==> config.mk <==
export PLATFORM = sky130hd
export DESIGN_NAME = hsst_rx_deframer_flat
export DESIGN_NICKNAME = d
export VERILOG_FILES = /design/src/rtl/hsst_rx_deframer_if.sv /design/src/rtl/hsst_rx_deframer.sv /design/src/flat_wrapper.sv
export SDC_FILE = /design/constraint.sdc
export NUM_CORES = 1
export LEC_CHECK = 0
export ABC_AREA = 1
export CORE_MARGIN = 2
export CORE_UTILIZATION = 40
export CTS_CLUSTER_DIAMETER = 30
export DETAILED_ROUTE_END_ITERATION = 16
export DONT_BUFFER_PORTS = 1
export GPL_TIMING_DRIVEN = 0
export SKIP_LAST_GASP = 1
export SLEW_MARGIN = 20
export SYNTH_ARGS = -nofsm -noshare
export SYNTH_HDL_FRONTEND = slang
export SYNTH_SLANG_ARGS = --single-unit
==> constraint.sdc <==
create_clock -name clk -period 1.9 [get_ports clk]
set_input_delay 0.38 -clock clk [delete_from_list [all_inputs] [get_ports clk]]
set_output_delay 0.38 -clock clk [all_outputs]
set_load 0.01 [all_outputs]
==> src/rtl/hsst_rx_deframer_if.sv <==
// Deframer bus: raw lane-3 receive inputs and the aligned packet stream with its status.
// The master is the deframer; the slave is the lane driver plus the packet consumer.
interface hsst_rx_deframer_if;
    logic        rx_ready;
    logic [31:0] hsst_rxd3;
    logic [3:0]  hsst_rxk3;
    logic        link_lock;
    logic [31:0] pkt_data;
    logic        pkt_vld;
    logic        pkt_sop;
    logic        pkt_eop;
    logic        pkt_done;
    logic        pkt_err;
    logic [15:0] pkt_cnt;
    logic [7:0]  err_cnt;

    modport master (
        input  rx_ready, hsst_rxd3, hsst_rxk3,
        output link_lock, pkt_data, pkt_vld, pkt_sop, pkt_eop, pkt_done, pkt_err,
               pkt_cnt, err_cnt
    );

    modport slave (
        output rx_ready, hsst_rxd3, hsst_rxk3,
        input  link_lock, pkt_data, pkt_vld, pkt_sop, pkt_eop, pkt_done, pkt_err,
               pkt_cnt, err_cnt
    );
endinterface

==> src/rtl/hsst_rx_deframer.sv <==
// HSST lane-3 receive deframer: K28.5 word alignment, lock qualification and
// fixed-length packet extraction with packet/error counters.
module hsst_rx_deframer #(
    parameter int PKT_WORDS  = 128,
    parameter int LOCK_IDLES = 4
) (
    input  logic                 clk,
    input  logic                 rst_n,
    hsst_rx_deframer_if.master   bus
);
    localparam logic [1:0]  ST_IDLE   = 2'd0;
    localparam logic [1:0]  ST_DATA   = 2'd1;
    localparam logic [1:0]  ST_GAP    = 2'd2;
    localparam logic [31:0] IDLE_WORD = 32'hff00_00bc;
    localparam int          IW        = $clog2(LOCK_IDLES + 1);
    localparam logic [IW-1:0] LOCK_N  = IW'(LOCK_IDLES);
    localparam logic [IW-1:0] LOCK_M1 = IW'(LOCK_IDLES - 1);
    localparam logic [8:0]  LAST_M1   = 9'(PKT_WORDS - 1);

    logic [31:0]   prev_d;
    logic [3:0]    prev_k;
    logic [1:0]    align_sel;
    logic [1:0]    state;
    logic [IW-1:0] idle_cnt;
    logic [8:0]    word_cnt;
    logic          ovr_seen;

    logic          link_lock_q;
    logic [31:0]   pkt_data_q;
    logic          pkt_vld_q, pkt_sop_q, pkt_eop_q, pkt_done_q, pkt_err_q;
    logic [15:0]   pkt_cnt_q;
    logic [7:0]    err_cnt_q;

    logic          comma_hit;
    logic [1:0]    comma_pos;
    logic [55:0]   raw_cat;
    logic [6:0]    rawk_cat;
    logic [31:0]   al_d;
    logic [3:0]    al_k;
    logic          al_idle;
    logic          realign;

    always_comb begin
        comma_hit = 1'b0;
        comma_pos = 2'd0;
        for (int i = 0; i < 4; i++) begin
            if (bus.hsst_rxk3 == (4'b0001 << i) && bus.hsst_rxd3[8*i +: 8] == 8'hbc) begin
                comma_hit = 1'b1;
                comma_pos = 2'(i);
            end
        end
    end

    // Byte offset 3 is the widest shift, so only the low three bytes of the new word are needed.
    assign raw_cat  = {bus.hsst_rxd3[23:0], prev_d};
    assign rawk_cat = {bus.hsst_rxk3[2:0], prev_k};
    assign al_d     = raw_cat[{align_sel, 3'b000} +: 32];
    assign al_k     = rawk_cat[align_sel +: 4];
    assign al_idle  = (al_d == IDLE_WORD) && (al_k == 4'b0001);
    assign realign  = (state == ST_IDLE) && comma_hit && (comma_pos != align_sel);

    always_ff @(posedge clk or negedge rst_n) begin
        if (!rst_n) begin
            prev_d      <= '0;
            prev_k      <= '0;
            align_sel   <= '0;
            idle_cnt    <= '0;
            link_lock_q <= 1'b0;
        end else begin
            prev_d <= bus.hsst_rxd3;
            prev_k <= bus.hsst_rxk3;
            if (!bus.rx_ready) begin
                idle_cnt    <= '0;
                link_lock_q <= 1'b0;
            end else if (realign) begin
                align_sel   <= comma_pos;
                idle_cnt    <= '0;
                link_lock_q <= 1'b0;
            end else if (al_idle) begin
                if (idle_cnt != LOCK_N)
                    idle_cnt <= idle_cnt + 1'b1;
                if (idle_cnt >= LOCK_M1)
                    link_lock_q <= 1'b1;
            end else begin
                idle_cnt <= '0;
            end
        end
    end

    always_ff @(posedge clk or negedge rst_n) begin
        if (!rst_n) begin
            state      <= ST_IDLE;
            word_cnt   <= '0;
            ovr_seen   <= 1'b0;
            pkt_data_q <= '0;
            pkt_vld_q  <= 1'b0;
            pkt_sop_q  <= 1'b0;
            pkt_eop_q  <= 1'b0;
            pkt_done_q <= 1'b0;
            pkt_err_q  <= 1'b0;
            pkt_cnt_q  <= '0;
            err_cnt_q  <= '0;
        end else begin
            pkt_vld_q  <= 1'b0;
            pkt_sop_q  <= 1'b0;
            pkt_eop_q  <= 1'b0;
            pkt_done_q <= 1'b0;
            pkt_err_q  <= 1'b0;
            if (!bus.rx_ready) begin
                // Lane drop abandons any open packet silently.
                state    <= ST_IDLE;
                word_cnt <= '0;
            end else begin
                case (state)
                    ST_IDLE: begin
                        if (al_k == 4'b0000 && link_lock_q) begin
                            pkt_data_q <= al_d;
                            pkt_vld_q  <= 1'b1;
                            pkt_sop_q  <= 1'b1;
                            word_cnt   <= 9'd1;
                            state      <= ST_DATA;
                        end
                    end
                    ST_DATA: begin
                        if (al_k == 4'b0000) begin
                            pkt_data_q <= al_d;
                            pkt_vld_q  <= 1'b1;
                            word_cnt   <= word_cnt + 9'd1;
                            if (word_cnt == LAST_M1) begin
                                pkt_eop_q  <= 1'b1;
                                pkt_done_q <= 1'b1;
                                pkt_cnt_q  <= pkt_cnt_q + 16'd1;
                                ovr_seen   <= 1'b0;
                                state      <= ST_GAP;
                            end
                        end else begin
                            pkt_err_q <= 1'b1;
                            if (err_cnt_q != 8'hff)
                                err_cnt_q <= err_cnt_q + 8'd1;
                            word_cnt <= '0;
                            state    <= ST_IDLE;
                        end
                    end
                    ST_GAP: begin
                        if (al_k != 4'b0000) begin
                            word_cnt <= '0;
                            state    <= ST_IDLE;
                        end else if (!ovr_seen) begin
                            // Overrun is reported once per gap, further words drop quietly.
                            ovr_seen  <= 1'b1;
                            pkt_err_q <= 1'b1;
                            if (err_cnt_q != 8'hff)
                                err_cnt_q <= err_cnt_q + 8'd1;
                        end
                    end
                    default: state <= ST_IDLE;
                endcase
            end
        end
    end

    assign bus.link_lock = link_lock_q;
    assign bus.pkt_data  = pkt_data_q;
    assign bus.pkt_vld   = pkt_vld_q;
    assign bus.pkt_sop   = pkt_sop_q;
    assign bus.pkt_eop   = pkt_eop_q;
    assign bus.pkt_done  = pkt_done_q;
    assign bus.pkt_err   = pkt_err_q;
    assign bus.pkt_cnt   = pkt_cnt_q;
    assign bus.err_cnt   = err_cnt_q;
endmodule
==> src/flat_wrapper.sv <==
// flat-port wrapper written by rule: the top's interface ports become plain ports
module hsst_rx_deframer_flat 
#(
    parameter int PKT_WORDS  = 128,
    parameter int LOCK_IDLES = 4
)
  (clk, rst_n, bus_rx_ready, bus_hsst_rxd3, bus_hsst_rxk3, bus_link_lock, bus_pkt_data, bus_pkt_vld, bus_pkt_sop, bus_pkt_eop, bus_pkt_done, bus_pkt_err, bus_pkt_cnt, bus_err_cnt);
  hsst_rx_deframer_if bus_i ();
  input  logic clk;
  input  logic rst_n;
  input wire logic [$bits(bus_i.rx_ready)-1:0] bus_rx_ready;
  input wire logic [$bits(bus_i.hsst_rxd3)-1:0] bus_hsst_rxd3;
  input wire logic [$bits(bus_i.hsst_rxk3)-1:0] bus_hsst_rxk3;
  output wire logic [$bits(bus_i.link_lock)-1:0] bus_link_lock;
  output wire logic [$bits(bus_i.pkt_data)-1:0] bus_pkt_data;
  output wire logic [$bits(bus_i.pkt_vld)-1:0] bus_pkt_vld;
  output wire logic [$bits(bus_i.pkt_sop)-1:0] bus_pkt_sop;
  output wire logic [$bits(bus_i.pkt_eop)-1:0] bus_pkt_eop;
  output wire logic [$bits(bus_i.pkt_done)-1:0] bus_pkt_done;
  output wire logic [$bits(bus_i.pkt_err)-1:0] bus_pkt_err;
  output wire logic [$bits(bus_i.pkt_cnt)-1:0] bus_pkt_cnt;
  output wire logic [$bits(bus_i.err_cnt)-1:0] bus_err_cnt;
  assign bus_i.rx_ready = bus_rx_ready;
  assign bus_i.hsst_rxd3 = bus_hsst_rxd3;
  assign bus_i.hsst_rxk3 = bus_hsst_rxk3;
  assign bus_link_lock = bus_i.link_lock;
  assign bus_pkt_data = bus_i.pkt_data;
  assign bus_pkt_vld = bus_i.pkt_vld;
  assign bus_pkt_sop = bus_i.pkt_sop;
  assign bus_pkt_eop = bus_i.pkt_eop;
  assign bus_pkt_done = bus_i.pkt_done;
  assign bus_pkt_err = bus_i.pkt_err;
  assign bus_pkt_cnt = bus_i.pkt_cnt;
  assign bus_err_cnt = bus_i.err_cnt;
  hsst_rx_deframer #(.PKT_WORDS(PKT_WORDS), .LOCK_IDLES(LOCK_IDLES)) u_core (.clk(clk), .rst_n(rst_n), .bus(bus_i));
endmodule
==> flow_summary.yaml, run 1 <==
run_status:
  outcome: "complete, but fails checks"
  violations: "hold timing, setup timing"
grt:
  antenna_found_initial: 0
  gr-usage-all-layers: 0.231
  grt_max_degree: 115
  grt_overflow_total: 0
  grt_pass1_vias: 5617
  grt_pass1_wl_mm: 29.8
critical_path:
  crit_chain: "buf_6 > buf_4 > a21oi_1 > o21ai_0 > nand2_1 > nand2_1 > nor2_1 > nand3_2 > nor2_4 > nand2_2 > nor2_1"
  r2r_slack_ns: -0.05
  cp.arrival_ns: 2.29
  reg2reg_from: "u_core.align_sel[0]"
  slowest_stage: "dfrtp_2"
  crit_path_max_incr_delay_ns: 0.46
  r2r_end: "u_core.idle_cnt[2]"
  worstSetupPathType: "reg -> reg"
  cp-start-kind: "flop"
  reg2regPathDepth: 11
  endpoint_kind: "flop"
  crit_required_ns: 2.24
  crit_fanout: 10
cts:
  clk_pin_slew_worst_paths_ns: 0.05
  clock_sinks: 114
  cts_tree: "yes"
  root_buffer: "clkbuf_16"
  clockBufferDepth: 2
  clk_latency_ns: 0.42
  cts_hold_buffers: 36
  cts_max_level: 4
  cts_made_buffers: 17
sta:
  fmax_ghz: 0.514
  fin_ws_ns: -0.0465
  finalHoldViolations: 114
  period_needed_ns: 1.95
  maxSlewHeadroom: 0.727
  maxSlewViolCount: 0
  skew_ns: 0.00881
  hold_slack_ns: -0.335
  post-route-period-util: 1.02
  setup_viol: 4
  worst_pin_slew_ns: 0.406
  rsz0062_at_grt: "true"
finish:
  areaGrowthSynthToFinish_pct: 31.6
  insertedDiodeCount: 0
  stdcell_count: 1189
  drive_gt1_frac: 0.181
  nets: 1009
pwr:
  power.leakage_nw: 4.20
  clkPwrFrac: 0.535
  power_density_nw_per_um2: 725
  p_int_w: 0.00476
  power.switching_w: 0.00132
  vdd_drop_max_mv: 0.665
  pwr-share-seq: 0.413
  combPwrFrac: 0.052
  fin_total_pwr_w: 0.00608
  p_sw_frac: 0.218
worst_hold_path:
  hp-class: "in -> async"
logic_synthesis:
  synth_cell_types: 35
  syn_inst: 866
  synth_fp_nets: 915
  ys_warn_count: 0
  yosysTopAreaCell: "dfrtp_1"
  yosys.area.top_type_share: 0.448
  synthTopCellsByArea: "dfrtp_1 (45%), nand2_1 (21%), nand3_1 (8.0%), nor2_1 (3.9%), nand3b_1 (3.5%)"
  synth_seq_area_share: 0.448
  syn_area_per_cell_um2: 7.35
  synth_seq_cells: 114
  netlist_area_um2: 6360
placed_design:
  globalplace.congestion: 0.922
  io_buffers: 0
  place_hpwl_mm: 12.9
  dp.cells: 1082
flow_run:
  maxCapViolCount: 0
die:
  rows: 46
  dieArea_um2: 16900
  die_y_um: 130
  boundaryPins: 101
  initial_core_util: 0.405
  core_area_um2: 15700
  dieWidth_um: 130
detailed_routing:
  wire_per_inst_um: 16.0
  drt_wl_total_mm: 19.0
  final_antenna_net_count: 0
  drt_iter0_drc: 466
  viasPerCell: 5.03
  drc: 0
  drt_pass1_iterations: 7
  via_count: 5981
[cell families (layout without fill, tap and decap cells)]
kind of cell,Yosys count,after routing,synth area share
AOI/OAI and AO/OA,42,42,0.0364
xor gates and xnor gates,22,22,0.0303
adders and majority gates,10,10,0.0197
buffers and inverters,91,198,0.0635
DFF,114,114,0.448
and+or+nand+nor,587,587,0.402
[worst max path at each step]
stage	start	to	slack, ns	cells after the start
floorplan	u_core.state[1]	u_core.bus.pkt_data[26]	0.09	11
global placement	u_core.align_sel[0]	u_core.idle_cnt[0]	-0.57	11
detailed placement	u_core.align_sel[1]	u_core.idle_cnt[0]	-0.58	10
CTS	u_core.align_sel[0]	u_core.idle_cnt[0]	-0.006	13
global route	u_core.align_sel[0]	u_core.idle_cnt[2]	-0.19	12
finish	u_core.align_sel[0]	u_core.idle_cnt[2]	-0.05	11
[flip-flops by register name, summed over array words and instances, names as in the netlist, 2 cells and up]
signal	cells
u_core.state	2
u_core.bus.pkt_data	32
u_core.word_cnt	9
u_core.prev_k	4
u_core.align_sel	2
u_core.bus.err_cnt	8
u_core.bus.pkt_cnt	16
u_core.prev_d	32
u_core.idle_cnt	3
[worst max-delay path, delay by kind of cell, from the launching register on]
| kind | cells | cell delay, ns |
|---|---|---|
| AO/OA/AOI/OAI | 2 | 0.23 |
| buffers and inverters | 2 | 0.33 |
| flip-flops | 1 | 0.46 |
| AND/OR/NAND/NOR | 7 | 0.86 |
[repair_timing]
item	4_1_cts	5_1_grt
pin swaps	16	17
gates resized for setup	89	57
gates cloned	5	4
setup endpoints to repair	70	72
hold endpoints to repair	150	114
buffers inserted	19	12
[cell usage after synthesis (all sizes together)]
| cell type | number |
|---|---|
| ha | 10 |
| xor2 | 14 |
| o211ai | 1 |
| nor3 | 9 |
| nor2 | 69 |
| dfrtp | 114 |
| xnor2 | 8 |
| a21o | 1 |
| inv | 59 |
| or3b | 1 |
| nand2 | 364 |
| nand4 | 9 |
| nand3 | 103 |
| and2 | 1 |
| buf | 23 |
| a31oi | 1 |
| clkbuf | 9 |
| nand3b | 30 |
| nor4 | 1 |
| o21ai | 30 |
| a21oi | 9 |
[power groups by stage]
stage	logic, W	clock network [W]	registers (W)
floorplan	0.000158	0	0.00254
global placement	0.000202	0	0.00255
detailed placement	0.000203	0	0.00255
CTS	0.000291	0.00329	0.00251
global route	0.000350	0.00342	0.00252
finish	0.000316	0.00325	0.00251
[area by class of cell]
type	count	area [um^2]
fill	1474	7330
multi-input combinational	661	3370
sequential	114	2850
timing repair buffer	76	751
clock buffer	23	468
buffer	31	305
tap	216	270
inverter	59	231
clock inverter	9	130
[cell usage in the layout (no fill, tap or decap), types with 7 or more instances in the layout]
cell type and count:
buf_4 36, buf_6 20, clkbuf_16 20, dfrtp_1 113, dlygate4sd3_1 36, ha_1 9, inv_1 55, nand2_1 325
nand2_2 31, nand2_4 7, nand3_1 92, nand3_2 9, nand3b_1 30, nand4_1 9, nor2_1 62, nor3_1 7
o21ai_0 15, o21ai_1 7, xnor2_1 8, xor2_1 14
[stage by stage]
| step | util | setup TNS, ns | worst slack, ns | instance area [um^2] |
|---|---|---|---|---|
| 3_3_place_gp | 0.422 | -14.25 | -0.572 | 6640 |
| 2_1_floorplan | - | 0 | 0.0948 | 6360 |
| 3_5_place_dp | 0.422 | -15.13 | -0.583 | 6640 |
| 6_report | 0.533 | -0.142 | -0.0465 | 8380 |
| 5_1_grt | 0.533 | -6.35 | -0.185 | 8380 |
| 4_1_cts | 0.510 | -0.0416 | -0.00632 | 8020 |
[per-layer routing]
| layer | vias to the layer above | global-route usage | wire length (um) |
|---|---|---|---|
| li1 | 2957 | - | - |
| met1 | 2775 | 0.323 | 8680 |
| met2 | 211 | 0.342 | 8350 |
| met3 | 38 | 0.0644 | 1510 |
| met4 | 0 | 0.0867 | 432 |
| met5 | - | 0 | 0 |
Power figures use the tool's default switching activity.
==> inputs of run 2 (changes only) <==
--- a/config.mk
+++ b/config.mk
@@ -6,7 +6,6 @@
 export NUM_CORES = 1
 export LEC_CHECK = 0
 export ABC_AREA = 1
-export CORE_MARGIN = 2
 export CORE_UTILIZATION = 40
 export CTS_CLUSTER_DIAMETER = 30
 export DETAILED_ROUTE_END_ITERATION = 16
==> run 2 against run 1 <==
Against the previous run:
- the flow still finishes with violations (hold timing, setup timing)
- critical path type unchanged
- via count down 1.0%
- wire length down 0.71%
- power down 1.8%
- final cell count down 2.3%
- fmax down 1.8%
- clock power down 3%
==> flow_summary.yaml, run 2 (synthesized netlist as in run 1, its figures left out) <==
run_status:
  outcome: "complete, but fails checks"
  violations: "hold timing, setup timing"
sta:
  hold_slack_ns: -0.354
  maxSlewViolCount: 0
  final.setup.tns_ns: -0.273
  period_needed_ns: 1.98
  finalHoldViolations: 114
  maxSlewHeadroom: 0.744
  skew_ns: 0.00981
  post-route-period-util: 1.04
  fmax_ghz: 0.505
  rsz0062_at_grt: "true"
  setup_viol: 9
  fin_ws_ns: -0.0816
  worst_pin_slew_ns: 0.380
die:
  initial_core_util: 0.414
  die_y_um: 128
  dieWidth_um: 128
  core_area_um2: 15400
  dieArea_um2: 16400
  rows: 45
  boundaryPins: 101
critical_path:
  reg2reg_from: "u_core.align_sel[1]"
  reg2regPathDepth: 10
  crit_required_ns: 2.25
  critPathLaunch: "u_core.align_sel[1]"
  crit_fanout: 10
  endpoint_kind: "flop"
  r2r_slack_ns: -0.08
  cp-start-kind: "flop"
  worstSetupEndpoint: "u_core.idle_cnt[2]"
  r2r_end: "u_core.idle_cnt[2]"
  worstSetupPathType: "reg -> reg"
  cp.arrival_ns: 2.33
finish:
  areaGrowthSynthToFinish_pct: 26.2
  insertedDiodeCount: 0
  mostFrequentLayoutCells: "nand2_1 (344), dfrtp_1 (113), nand3_1 (94), nor2_1 (60), inv_1 (55)"
  fillCellCount: 1469
  final_common_cell: "nand2_1"
  drive_gt1_frac: 0.146
  nets: 988
detailed_routing:
  drt_pass1_iterations: 6
  wire_per_inst_um: 16.2
  final_antenna_net_count: 0
  drt_iter0_drc: 617
  drc: 0
  via_count: 5920
  viasPerCell: 5.09
  drt_wl_total_mm: 18.8
grt:
  grt_pass1_vias: 5576
  grt_max_degree: 115
  grt_pass1_wl_mm: 29.2
  antenna_found_initial: 0
  gr-usage-all-layers: 0.235
  grt_overflow_total: 0
pwr:
  vdd_drop_max_mv: 0.621
  power_density_nw_per_um2: 743
  power.leakage_nw: 4.07
cts:
  cts_max_level: 4
  clk_latency_ns: 0.43
  clock_sinks: 114
  root_buffer: "clkbuf_16"
  cts_made_buffers: 17
  cts_tree: "yes"
  clk_pin_slew_worst_paths_ns: 0.06
  clockBufferDepth: 2
  cts_hold_buffers: 36
placed_design:
  dp_slack_ns: -0.517
  globalplace.congestion: 0.937
  io_buffers: 0
  place_hpwl_mm: 12.7
worst_hold_path:
  hp-class: "in -> async"
flow_run:
  maxCapViolCount: 0
==> run 2: cell types whose count changed in the layout (fill, tap and decap cells not counted), sizes merged <==
| cell | previous run | this run |
|---|---|---|
| buf | 60 | 42 |
| clkbuf | 34 | 28 |
| inv | 58 | 59 |
| clkinv | 6 | 8 |
| bufinv | 3 | 2 |
==> run 2: per-stage QoR <==
step | util | total power, W | hold WS (ns) | std cells | cell area, um^2
after global routing | 0.523 | 0.00615 | -0.360 | 1162 | 8030
final | 0.523 | 0.00597 | -0.354 | 1162 | 8030
after floorplan | - | 0.00270 | 0.0844 | 866 | 6360
after global placement | 0.431 | 0.00275 | 0.0903 | 1077 | 6630
after CTS | 0.507 | 0.00598 | -0.360 | 1153 | 7800
after detailed placement | 0.431 | 0.00275 | 0.0903 | 1077 | 6630
==> run 2: area by class of cell <==
cell class              count  area [um^2]  share of cell area
plain buffers              30          279              0.0347
clock buffers              20          467              0.0581
clock inverters            11          111              0.0139
inverters                  59          226              0.0282
multi-input cells         661         3280               0.409
flip-flops and latches    114         2850               0.355
well taps                 211          264              0.0329
repair buffers             56          548              0.0682
==> run 2: layer usage <==
metal	wire, um	vias up	global-route usage
met3	1650	29	0.0735
li1	-	2906	-
met1	8810	2743	0.330
met4	302	0	0.0913
met2	8070	242	0.334
met5	0	-	0
==> run 2: report_power, final <==
| part | total, W | internal, W | switching (W) | leakage (nW) |
|---|---|---|---|---|
| registers | 0.00251 | 0.00248 | 0.0000372 | 1.47 |
| logic | 0.000299 | 0.000141 | 0.000158 | 2.31 |
| clock network | 0.00315 | 0.00201 | 0.00115 | 0.291 |
| total | 0.00597 | 0.00462 | 0.00134 | 4.07 |
==> run 2: repair_timing <==
action	in CTS	in global routing
endpoints found under the setup margin	71	72
endpoints found under the hold margin	150	114
pin swaps	5	5
resized for setup	51	52
gates cloned	0	1
setup buffers	10	9
==> run 2: how the worst min path moves through the flow <==
| stage | from | to | cells past startpoint |
|---|---|---|---|
| after CTS | rst_n | u_core.prev_d[14] | 0 |
| after floorplan | rst_n | u_core.align_sel[0] | 0 |
| after global routing | rst_n | u_core.prev_d[14] | 0 |
| after global placement | rst_n | u_core.prev_d[6] | 0 |
| after detailed placement | rst_n | u_core.prev_d[14] | 0 |
| final | rst_n | u_core.prev_d[26] | 0 |
==> run 2: worst max-delay path: stages (launching register included) <==
cell	delay (ns)
dfrtp_1	0.41
inv_2	0.20
clkbuf_4	0.30
nand3_1	0.10
nand2_1	0.14
nand4_1	0.16
nor2_1	0.12
nand3_1	0.13
nor2_4	0.16
nand2_2	0.10
nor2_2	0.10
